<file path="src/rtl/game_pkg.sv">
// Shared game-flow state encoding and default constants for the controller, renderer and display.
package game_pkg;

  typedef enum logic [2:0] {
    StInitial  = 3'd0,
    StStart    = 3'd1,
    StPlay     = 3'd2,
    StHit      = 3'd3,
    StGameover = 3'd4,
    StPause    = 3'd5
  } game_state_e;

  localparam int unsigned DefHeartW       = 3;
  localparam int unsigned DefMaxHearts    = 5;
  localparam int unsigned DefStartHearts  = 3;
  localparam int unsigned DefTimerW       = 28;
  localparam int unsigned DefInitCycles   = 20_000_000;
  localparam int unsigned DefInvulnCycles = 200_000_000;

  function automatic int unsigned sat_inc(input int unsigned value, input int unsigned limit);
    return (value >= limit) ? limit : value + 1;
  endfunction

endpackage

</file>
<file path="src/rtl/game_ctrl_fsm_if.sv">
// Key/collision inputs and display/world control outputs of the game-flow controller.
interface game_ctrl_fsm_if #(
  parameter int unsigned HEART_W = game_pkg::DefHeartW
);
  logic               enter;
  logic               pause;
  logic               collision;
  logic               life_up;
  logic [HEART_W-1:0] num_heart;
  logic [2:0]         gamestate;
  logic               game_en;
  logic               game_reset;
  logic               invuln;

  modport master (
    output enter, pause, collision, life_up,
    input  num_heart, gamestate, game_en, game_reset, invuln
  );

  modport slave (
    input  enter, pause, collision, life_up,
    output num_heart, gamestate, game_en, game_reset, invuln
  );
endinterface

</file>
<file path="src/rtl/rise_edge.sv">
// Registered rising-edge detector: one-cycle pulse the cycle after x goes high.
module rise_edge (
  input  logic clk,
  input  logic hard_reset,
  input  logic x,
  output logic rise
);
  logic x_q;

  // The pulse itself is registered so every key event sees one extra stage.
  always_ff @(posedge clk or posedge hard_reset) begin
    if (hard_reset) begin
      x_q  <= 1'b0;
      rise <= 1'b0;
    end else begin
      x_q  <= x;
      rise <= x & ~x_q;
    end
  end
endmodule

</file>
<file path="src/rtl/game_ctrl_fsm.sv">
// Game-flow controller: boot wait, start, play, invulnerability, game-over, hearts.
// Pause support (PAUSE state, saved return state) is built only with GAME_PAUSE_EN defined.
module game_ctrl_fsm
  import game_pkg::*;
#(
  parameter int unsigned HEART_W       = DefHeartW,
  parameter int unsigned MAX_HEARTS    = DefMaxHearts,
  parameter int unsigned START_HEARTS  = DefStartHearts,
  parameter int unsigned TIMER_W       = DefTimerW,
  parameter int unsigned INIT_CYCLES   = DefInitCycles,
  parameter int unsigned INVULN_CYCLES = DefInvulnCycles
) (
  input logic            clk,
  input logic            hard_reset,
  game_ctrl_fsm_if.slave bus
);

  if (!(START_HEARTS >= 1 && START_HEARTS <= MAX_HEARTS &&
        64'(MAX_HEARTS) < (64'd1 << HEART_W))) begin : gen_heart_chk
    $error("game_ctrl_fsm: heart parameters out of range");
  end
  if (!(INIT_CYCLES >= 1 && INVULN_CYCLES >= 1 &&
        64'(INIT_CYCLES) - 64'd1 < (64'd1 << TIMER_W) &&
        64'(INVULN_CYCLES) - 64'd1 < (64'd1 << TIMER_W))) begin : gen_timer_chk
    $error("game_ctrl_fsm: timer parameters out of range");
  end

  localparam logic [TIMER_W-1:0] InitLoad   = TIMER_W'(INIT_CYCLES - 1);
  localparam logic [TIMER_W-1:0] InvulnLoad = TIMER_W'(INVULN_CYCLES - 1);
  localparam logic [HEART_W-1:0] StartLoad  = HEART_W'(START_HEARTS);

  game_state_e        state_q, state_d;
  logic [HEART_W-1:0] hearts_q, hearts_d;
  logic [TIMER_W-1:0] timer_q, timer_d;
  logic               game_reset_q, game_reset_d;
  logic               game_en_q, invuln_q;
  logic               enter_rise, collision_q, life_up_q;

  rise_edge u_enter_edge (
    .clk       (clk),
    .hard_reset(hard_reset),
    .x         (bus.enter),
    .rise      (enter_rise)
  );

`ifdef GAME_PAUSE_EN
  logic        pause_rise;
  game_state_e saved_q, saved_d;

  rise_edge u_pause_edge (
    .clk       (clk),
    .hard_reset(hard_reset),
    .x         (bus.pause),
    .rise      (pause_rise)
  );

  always_ff @(posedge clk or posedge hard_reset) begin
    if (hard_reset) saved_q <= StPlay;
    else            saved_q <= saved_d;
  end
`else
  logic unused_pause;
  assign unused_pause = bus.pause;
`endif

  // Level inputs take the same one-stage delay as the key edges to keep them aligned.
  always_ff @(posedge clk or posedge hard_reset) begin
    if (hard_reset) begin
      collision_q <= 1'b0;
      life_up_q   <= 1'b0;
    end else begin
      collision_q <= bus.collision;
      life_up_q   <= bus.life_up;
    end
  end

  always_comb begin
    state_d      = state_q;
    hearts_d     = hearts_q;
    timer_d      = timer_q;
    game_reset_d = 1'b0;
`ifdef GAME_PAUSE_EN
    saved_d      = saved_q;
`endif
    case (state_q)
      StInitial: begin
        if (timer_q == '0) state_d = StStart;
        else               timer_d = timer_q - TIMER_W'(1);
      end
      StStart: begin
        if (enter_rise) begin
          state_d      = StPlay;
          hearts_d     = StartLoad;
          game_reset_d = 1'b1;
        end
      end
      StPlay: begin
        if (collision_q) begin
          if (hearts_q <= HEART_W'(1)) begin
            hearts_d = '0;
            state_d  = StGameover;
          end else begin
            hearts_d = hearts_q - HEART_W'(1);
            timer_d  = InvulnLoad;
            state_d  = StHit;
          end
        end
`ifdef GAME_PAUSE_EN
        else if (pause_rise) begin
          saved_d = StPlay;
          state_d = StPause;
        end
`endif
        else if (life_up_q) begin
          hearts_d = HEART_W'(sat_inc(32'(hearts_q), MAX_HEARTS));
        end
      end
      StHit: begin
`ifdef GAME_PAUSE_EN
        // The pausing cycle counts as elapsed; if none remain, resume straight into PLAY.
        if (pause_rise) begin
          state_d = StPause;
          if (timer_q == '0) begin
            saved_d = StPlay;
          end else begin
            saved_d = StHit;
            timer_d = timer_q - TIMER_W'(1);
          end
        end else
`endif
        begin
          if (life_up_q) hearts_d = HEART_W'(sat_inc(32'(hearts_q), MAX_HEARTS));
          if (timer_q == '0) state_d = StPlay;
          else               timer_d = timer_q - TIMER_W'(1);
        end
      end
      StGameover: begin
        if (enter_rise) begin
          state_d      = StInitial;
          hearts_d     = StartLoad;
          timer_d      = InitLoad;
          game_reset_d = 1'b1;
        end
      end
`ifdef GAME_PAUSE_EN
      StPause: begin
        if (pause_rise) state_d = saved_q;
      end
`endif
      default: begin
        state_d = StInitial;
        timer_d = InitLoad;
      end
    endcase
  end

  always_ff @(posedge clk or posedge hard_reset) begin
    if (hard_reset) begin
      state_q      <= StInitial;
      hearts_q     <= StartLoad;
      timer_q      <= InitLoad;
      game_en_q    <= 1'b0;
      game_reset_q <= 1'b0;
      invuln_q     <= 1'b0;
    end else begin
      state_q      <= state_d;
      hearts_q     <= hearts_d;
      timer_q      <= timer_d;
      game_en_q    <= (state_d == StPlay) || (state_d == StHit);
      game_reset_q <= game_reset_d;
      invuln_q     <= (state_d == StHit);
    end
  end

  assign bus.gamestate  = state_q;
  assign bus.num_heart  = hearts_q;
  assign bus.game_en    = game_en_q;
  assign bus.game_reset = game_reset_q;
  assign bus.invuln     = invuln_q;

endmodule

</file>
<file path="src/flat_wrapper.sv">
// flat-port wrapper written by rule: the top's interface ports become plain ports
module game_ctrl_fsm_flat import game_pkg::*;
#(
  parameter int unsigned HEART_W       = DefHeartW,
  parameter int unsigned MAX_HEARTS    = DefMaxHearts,
  parameter int unsigned START_HEARTS  = DefStartHearts,
  parameter int unsigned TIMER_W       = DefTimerW,
  parameter int unsigned INIT_CYCLES   = DefInitCycles,
  parameter int unsigned INVULN_CYCLES = DefInvulnCycles
)
  (clk, hard_reset, bus_enter, bus_pause, bus_collision, bus_life_up, bus_num_heart, bus_gamestate, bus_game_en, bus_game_reset, bus_invuln);
  game_ctrl_fsm_if #(.HEART_W(HEART_W)) bus_i ();
  input logic clk;
  input logic hard_reset;
  input wire logic [$bits(bus_i.enter)-1:0] bus_enter;
  input wire logic [$bits(bus_i.pause)-1:0] bus_pause;
  input wire logic [$bits(bus_i.collision)-1:0] bus_collision;
  input wire logic [$bits(bus_i.life_up)-1:0] bus_life_up;
  output wire logic [$bits(bus_i.num_heart)-1:0] bus_num_heart;
  output wire logic [$bits(bus_i.gamestate)-1:0] bus_gamestate;
  output wire logic [$bits(bus_i.game_en)-1:0] bus_game_en;
  output wire logic [$bits(bus_i.game_reset)-1:0] bus_game_reset;
  output wire logic [$bits(bus_i.invuln)-1:0] bus_invuln;
  assign bus_i.enter = bus_enter;
  assign bus_i.pause = bus_pause;
  assign bus_i.collision = bus_collision;
  assign bus_i.life_up = bus_life_up;
  assign bus_num_heart = bus_i.num_heart;
  assign bus_gamestate = bus_i.gamestate;
  assign bus_game_en = bus_i.game_en;
  assign bus_game_reset = bus_i.game_reset;
  assign bus_invuln = bus_i.invuln;
  game_ctrl_fsm #(.HEART_W(HEART_W), .MAX_HEARTS(MAX_HEARTS), .START_HEARTS(START_HEARTS), .TIMER_W(TIMER_W), .INIT_CYCLES(INIT_CYCLES), .INVULN_CYCLES(INVULN_CYCLES)) u_core (.clk(clk), .hard_reset(hard_reset), .bus(bus_i));
endmodule
</file>
<file path="config.mk">
export PLATFORM = sky130hd
export DESIGN_NAME = game_ctrl_fsm_flat
export DESIGN_NICKNAME = d
export VERILOG_FILES = /design/src/rtl/game_pkg.sv /design/src/rtl/game_ctrl_fsm_if.sv /design/src/rtl/rise_edge.sv /design/src/rtl/game_ctrl_fsm.sv /design/src/flat_wrapper.sv
export SDC_FILE = /design/constraint.sdc
export NUM_CORES = 1
export LEC_CHECK = 0
export CAP_MARGIN = 5
export CORE_AREA = 2 2 76 150
export DETAILED_ROUTE_END_ITERATION = 16
export DIE_AREA = 0 0 78 152
export GPL_TIMING_DRIVEN = 0
export SLEW_MARGIN = 25
export SYNTH_ARGS = -nofsm -noshare
export SYNTH_HDL_FRONTEND = slang
export SYNTH_SLANG_ARGS = --single-unit
</file>
<file path="constraint.sdc">
create_clock -name clk -period 2.3 [get_ports clk]
set_input_delay 0.23 -clock clk [delete_from_list [all_inputs] [get_ports clk]]
set_output_delay 0.23 -clock clk [all_outputs]
set_load 0.01 [all_outputs]
</file>
# After elaboration in Yosys (flattened, before gate mapping)
# Cells that the tools add are included.
dict set report op_classes {
  add_sub_neg 3
  multipliers 0
  n_div 0
  order_cmp 2
  n_eq_ne 11
  n_shift 0
  muxes 20
  n_bitwise 3
  reduce_logical 8
}
# operator count
set ops {}
lappend ops {{$mux 28} 4}
lappend ops {{$pmux 28 s4} 1}
lappend ops {{$mux 3} 11}
lappend ops {{$logic_not 28->1} 1}
lappend ops {{$sub 28x1->28 const B} 1}
lappend ops {{$pmux 3 s5} 1}
lappend ops {{$eq 3x2->1 const B} 4}
lappend ops {{$pmux 3 s3} 1}
lappend ops {{$ne 2x2->1 const B} 3}
lappend ops {{$reduce_and 5->1} 1}
lappend ops {{$ne 2x1->1 const B} 2}
lappend ops {{$reduce_or 2->1} 2}
lappend ops {{$add 3x1->3 const B} 1}
lappend ops {{$eq 3x1->1 const B} 1}
lappend ops {{$eq 3x3->1 const B} 1}
lappend ops {{$ge 3x3->1 const B} 1}
lappend ops {{$le 3x1->1 const B} 1}
lappend ops {{$logic_not 3->1} 1}
lappend ops {{$reduce_bool 3->1} 1}
lappend ops {{$sub 3x1->3 const B} 1}
lappend ops {{$mux 1} 2}
lappend ops {{$not 1->1} 2}
lappend ops {{$reduce_and 2->1} 1}
lappend ops {{$and 1x1->1} 1}
lappend ops {{$logic_or 1x1->1} 1}
dict set report word_totals {
  ff_bits 41
  latchBits 0
  ram_bits 0
  rom_bits 0
  out_inout_bits 9
  mem_count 0
}

# Logic depth before layout (Yosys ltp)
# Gate-level depths: netlist of run 1.
dict set report depth {
  word_depth 6
  ltp_mapped 8
  mapped_depth_nobuf 7
}

# Hierarchy
# Synthesis of run 1 repeated with hierarchy kept, for this count alone.
dict set report unflattened {
  cells_unflattened 300
  area_unflattened_um2 2638.8
}
# mod instances cells_each area_per_inst_um2 seq_area_each_um2
set by_module_without_submodules {}
lappend by_module_without_submodules {game_ctrl_fsm 1 296 2571.2 997.2}
lappend by_module_without_submodules {rise_edge 1 4 67.6 50.0}

# Least setup slack after synthesis of run 1
# No wires, ideal clock.
dict set report synth_timing {
  path_type {register to register}
  startpoint {register u_core.timer_q[7]}
  endpoint {register u_core.timer_q[20]}
  t_arrival_ps 2351
  required_time_ps 2221
  path_slack_ps -130
  stages_incl_launch_ff 8
  path_cell_list {dfstp_2 or4_1 buf_2 or4_4 nor4_4 buf_6 a211oi_2 o211a_1}
}
dict set report synth_via {
  elab_chain_len 3
  elab_cells_between_ends 6
}
# item line_no
set synth_rtl {}
lappend synth_rtl {{start: declaration} game_ctrl_fsm.sv:34} ;# logic [TIMER_W-1:0] timer_q, timer_d;
lappend synth_rtl {{start signal: assignment} game_ctrl_fsm.sv:161} ;# timer_q <= InitLoad;
lappend synth_rtl {{start signal: assignment} game_ctrl_fsm.sv:168} ;# timer_q <= timer_d;
lappend synth_rtl {{$sub 28x1->28 or $logic_not 28->1 (tied branches)} -}
lappend synth_rtl {{$mux 28 or $ne 2x2->1 (tied branches)} -}
lappend synth_rtl {{$pmux 28 s4 or $reduce_and 5->1 (tied branches)} -}
# Parallel ways exist; a longest one is shown, timed or not. The select of a mux whose other input is x is not followed.
# A chain may end at the register's enable or synchronous reset.

# Worst setup path in the final report of run 1
dict set report layout_timing {
  startpoint {register u_core.timer_q[8]}
  endpoint {register u_core.timer_q[13]}
}
# Same word-level chain as after synthesis.

==> impl_metrics.toml, run 1 <==
[grt]
total_global_route_track_usage_pct = 14.8
grt_start_max_net_pins = 30
antenna_found_initial = 0
global_route_wire_length_before_repair_mm = 13.7
first_global_vias = 2750
grt-ovfl-total = 0

[worst_setup_path]
crit_path_start_kind = "register"
crit_end = "u_core.timer_q[13]"
worst-setup-path-type = "register to register"
r2r_start = "u_core.timer_q[8]"
critical_path.endpoint_type = "register"
timing.critical_path.required_ns = 2.51
arrival_ns = 2.75
crit_fanout = 6
worst-r2r-setup-slack_ns = -0.24
critical_path.startpoint = "u_core.timer_q[8]"
end_of_the_worst_register_to_register_path = "u_core.timer_q[13]"
worst_r2r_path_depth = 5

[synth]
synthesis.instances = 291
synth.net_count = 302
asyncSetResetFlopFracSynth_pct = 100
post_synth_num_cell_types = 58
ys_seq_area_share_pct = 40.1
synth_area_leaders = "dfrtp_1 23%, dfstp_2 17%, o31ai_1 6.6%"
post-synth-top-area-fraction_pct = 23.0
synthFlopType = "dfrtp_1"
ys_seq_elements = 41
synth_top_area_cell = "dfrtp_1"
syn_area_sq_um = 2610
ys_warn_count = 0
synth.avg_cell_area_sq_um = 8.97
number_of_enable_flip_flop_cells_after_synthesis = 0

[drt]
total_routed_wirelength_mm = 8.55
route.met3.wl_um = 258
dr_wl_met2_mm = 4.85
routed-via-count = 2614
route.antenna.remaining_nets = 0
drc = 0
drtPass1Iterations = 4
top_layer = "met4"
avgViaCountPerCell = 5.65
initialDrtViolationCount = 105
wire_per_inst_um = 18.5
met1_length_mm = 2.78

[cts]
cts.sink_count = 41
cts-hold-fix-buffers = 0
cts-root-to-sink-buffers = 2
numCtsBuffers = 5
clk_pin_slew_ns = 0.06
cts_tree = "yes"
clock_latency_ns = 0.29
clk_root_buffer_cell = "clkbuf_16"
cts_h_tree_depth = 2

[placed_design]
input_output_buffers = 13
place.detailed.hpwl_mm = 6.20
numPlacedInstances = 445
placement.setup.worst_slack_ns = -0.651
finalWeightedCongestion = 0.921

[final_layout]
layout-drive-gt1-share_pct = 30.0
mostFrequentLayoutCell = "dfrtp_1"
most-common-layout-cells = "23 x dfrtp_1, 21 x a21oi_1, 17 x nor2_1, 17 x o31ai_1, 17 x dfstp_2"
layout.cells.non_filler = 463
fillerInstances = 1151
nets_finish = 333
antenna-diode-count = 0
layout-area-overhead-vs-synth_pct = 33.5
finalCoreUtilization_pct = 32.2

[timing]
final-max-slew-violation-count = 0
final.min_clock_period_ns = 2.54
worst_hold_slack_ns = 0.208
tightest_slew_ns = 0.602
period_share_pct = 110
final.setup_skew_ns = 0.00905
rsz0062_at_grt = "true"
setup_slack_ns = -0.241
maxClockFrequency_mhz = 394
totalNegativeSetupSlack_ns = -2.22
timing.max_slew.rel_slack_pct = 59.6
timing.final.hold_violations = 0
setup_viol_count_final = 22

[pwr]
sw_frac_of_total_pct = 46.6
seq_power_share_pct = 29.7
leakagePower_nw = 1.30
clock_power_share_pct = 13.9
power.combinational.fraction_pct = 56.3
power_report.internal_total_w = 0.00259
power_per_cell_area_nw_per_um2 = 1390
irDropWorstVdd_mv = 0.720
net_switching_power_w = 0.00226

[floorplan]
start_util_pct = 24.2
placement_rows = 54
core_region_area_sq_um = 10800
dieArea_sq_um = 11900
top_level_ports = 15
die_width_um = 78
die_height_um = 152

[flow_run]
timing.max_cap.violations = 0

[min_path]
min_path_type = "input pin to async pin"

[run_status]
outcome = "finished with violations"
violated_checks = "setup timing"
worst max-delay path, stage by stage (launching register included):
cell and delay, ns:
dfrtp_1 0.40, or4_4 0.57, or4_4 0.56, or4_4 0.57, o211a_1 0.17, o211a_1 0.20
power by group through the flow:
| stage | sequential (W) | combinational [W] | clock [W] |
|---|---|---|---|
| final | 0.00144 | 0.00273 | 0.000677 |
| after global placement | 0.00139 | 0.00223 | 0 |
| after detailed placement | 0.00141 | 0.00229 | 0 |
| after CTS | 0.00141 | 0.00245 | 0.000696 |
| after floorplan | 0.00133 | 0.00158 | 0 |
| after global routing | 0.00147 | 0.00296 | 0.000725 |
worst min path at each step:
stage | from | endpoint
finish | hard_reset | u_core.bus.game_en
CTS | hard_reset | u_core.bus.game_en
global placement | u_core.u_enter_edge.x_q | u_core.u_enter_edge.rise
floorplan | bus_collision | u_core.collision_q
global route | hard_reset | u_core.bus.invuln
detailed placement | u_core.u_enter_edge.x_q | u_core.u_enter_edge.rise
registers in the layout, indices dropped and copies added, names as in the netlist:
| signal | cells |
|---|---|
| u_core.bus.num_heart | 3 |
| u_core.u_enter_edge.rise | 1 |
| u_core.bus.game_reset | 1 |
| u_core.u_enter_edge.x_q | 1 |
| u_core.bus.game_en | 1 |
| u_core.timer_q | 28 |
| u_core.life_up_q | 1 |
| u_core.collision_q | 1 |
| u_core.bus.invuln | 1 |
| u_core.bus.gamestate | 3 |
logic make-up after synthesis:
group | count (synthesis) | share of synthesized area, %
AOI/OAI and AO/OA | 108 | 29.3
and+or+nand+nor | 104 | 22.8
DFF | 41 | 40.1
buffers and inverters | 32 | 5.03
adders and majority gates | 5 | 2.40
xor gates and xnor gates | 1 | 0.335
what timing repair did:
action                                  in CTS  in global routing
endpoints found under the setup margin      30                 30
gates resized for setup                     37                 45
cloned                                       1                  0
pin swaps                                   17                 19
buffers inserted                             8                  4
per-stage QoR:
| step | instance area, sq um | total power [W] |
|---|---|---|
| 2_1_floorplan | 2610 | 0.00292 |
| 3_3_place_gp | 2920 | 0.00362 |
| 3_5_place_dp | 2940 | 0.00369 |
| 4_1_cts | 3310 | 0.00456 |
| 5_1_grt | 3490 | 0.00515 |
| 6_report | 3490 | 0.00486 |
synthesized netlist by cell type (5+ instances only):
cell type,n
a21oi_1,23
nor2b_1,6
nand2b_1,7
nor2_1,18
ha_1,5
dfstp_2,17
inv_1,14
or4_1,7
o21ai_0,13
clkbuf_1,14
nor3_1,11
nor4_1,7
o31ai_1,23
nand3_1,8
a31oi_1,8
or3_1,8
dfrtp_1,24
nand2_1,14
per-layer routing:
metal | up-vias | global-route usage (%)
li1 | 1185 | -
met1 | 1299 | 13.3
met2 | 92 | 27.7
met3 | 38 | 2.02
met4 | 0 | 12.8
met5 | - | 0
final cells by class:
class	instances	area (sq um)	share of cell area (%)
buffer	15	93.8	2.69
tap	140	175	5.03
clock buffer	8	136	3.91
multi-input combinational	218	1700	48.8
sequential	41	1050	30.1
timing repair buffer	27	279	8.00
inverter	14	52.6	1.51
Power figures use the tool's default switching activity.
==> inputs of run 2 (changes only) <==
HOLD_SLACK_MARGIN = 0.05   (was unset)
==> results of run 2 <==
The final DEF is identical to that of run 1; final timing and power are the same.
==> inputs of run 3 (changes only) <==
CAP_MARGIN = 40   (was 5)
==> results of run 3 <==
The final DEF is identical to that of run 1; final timing and power are the same.
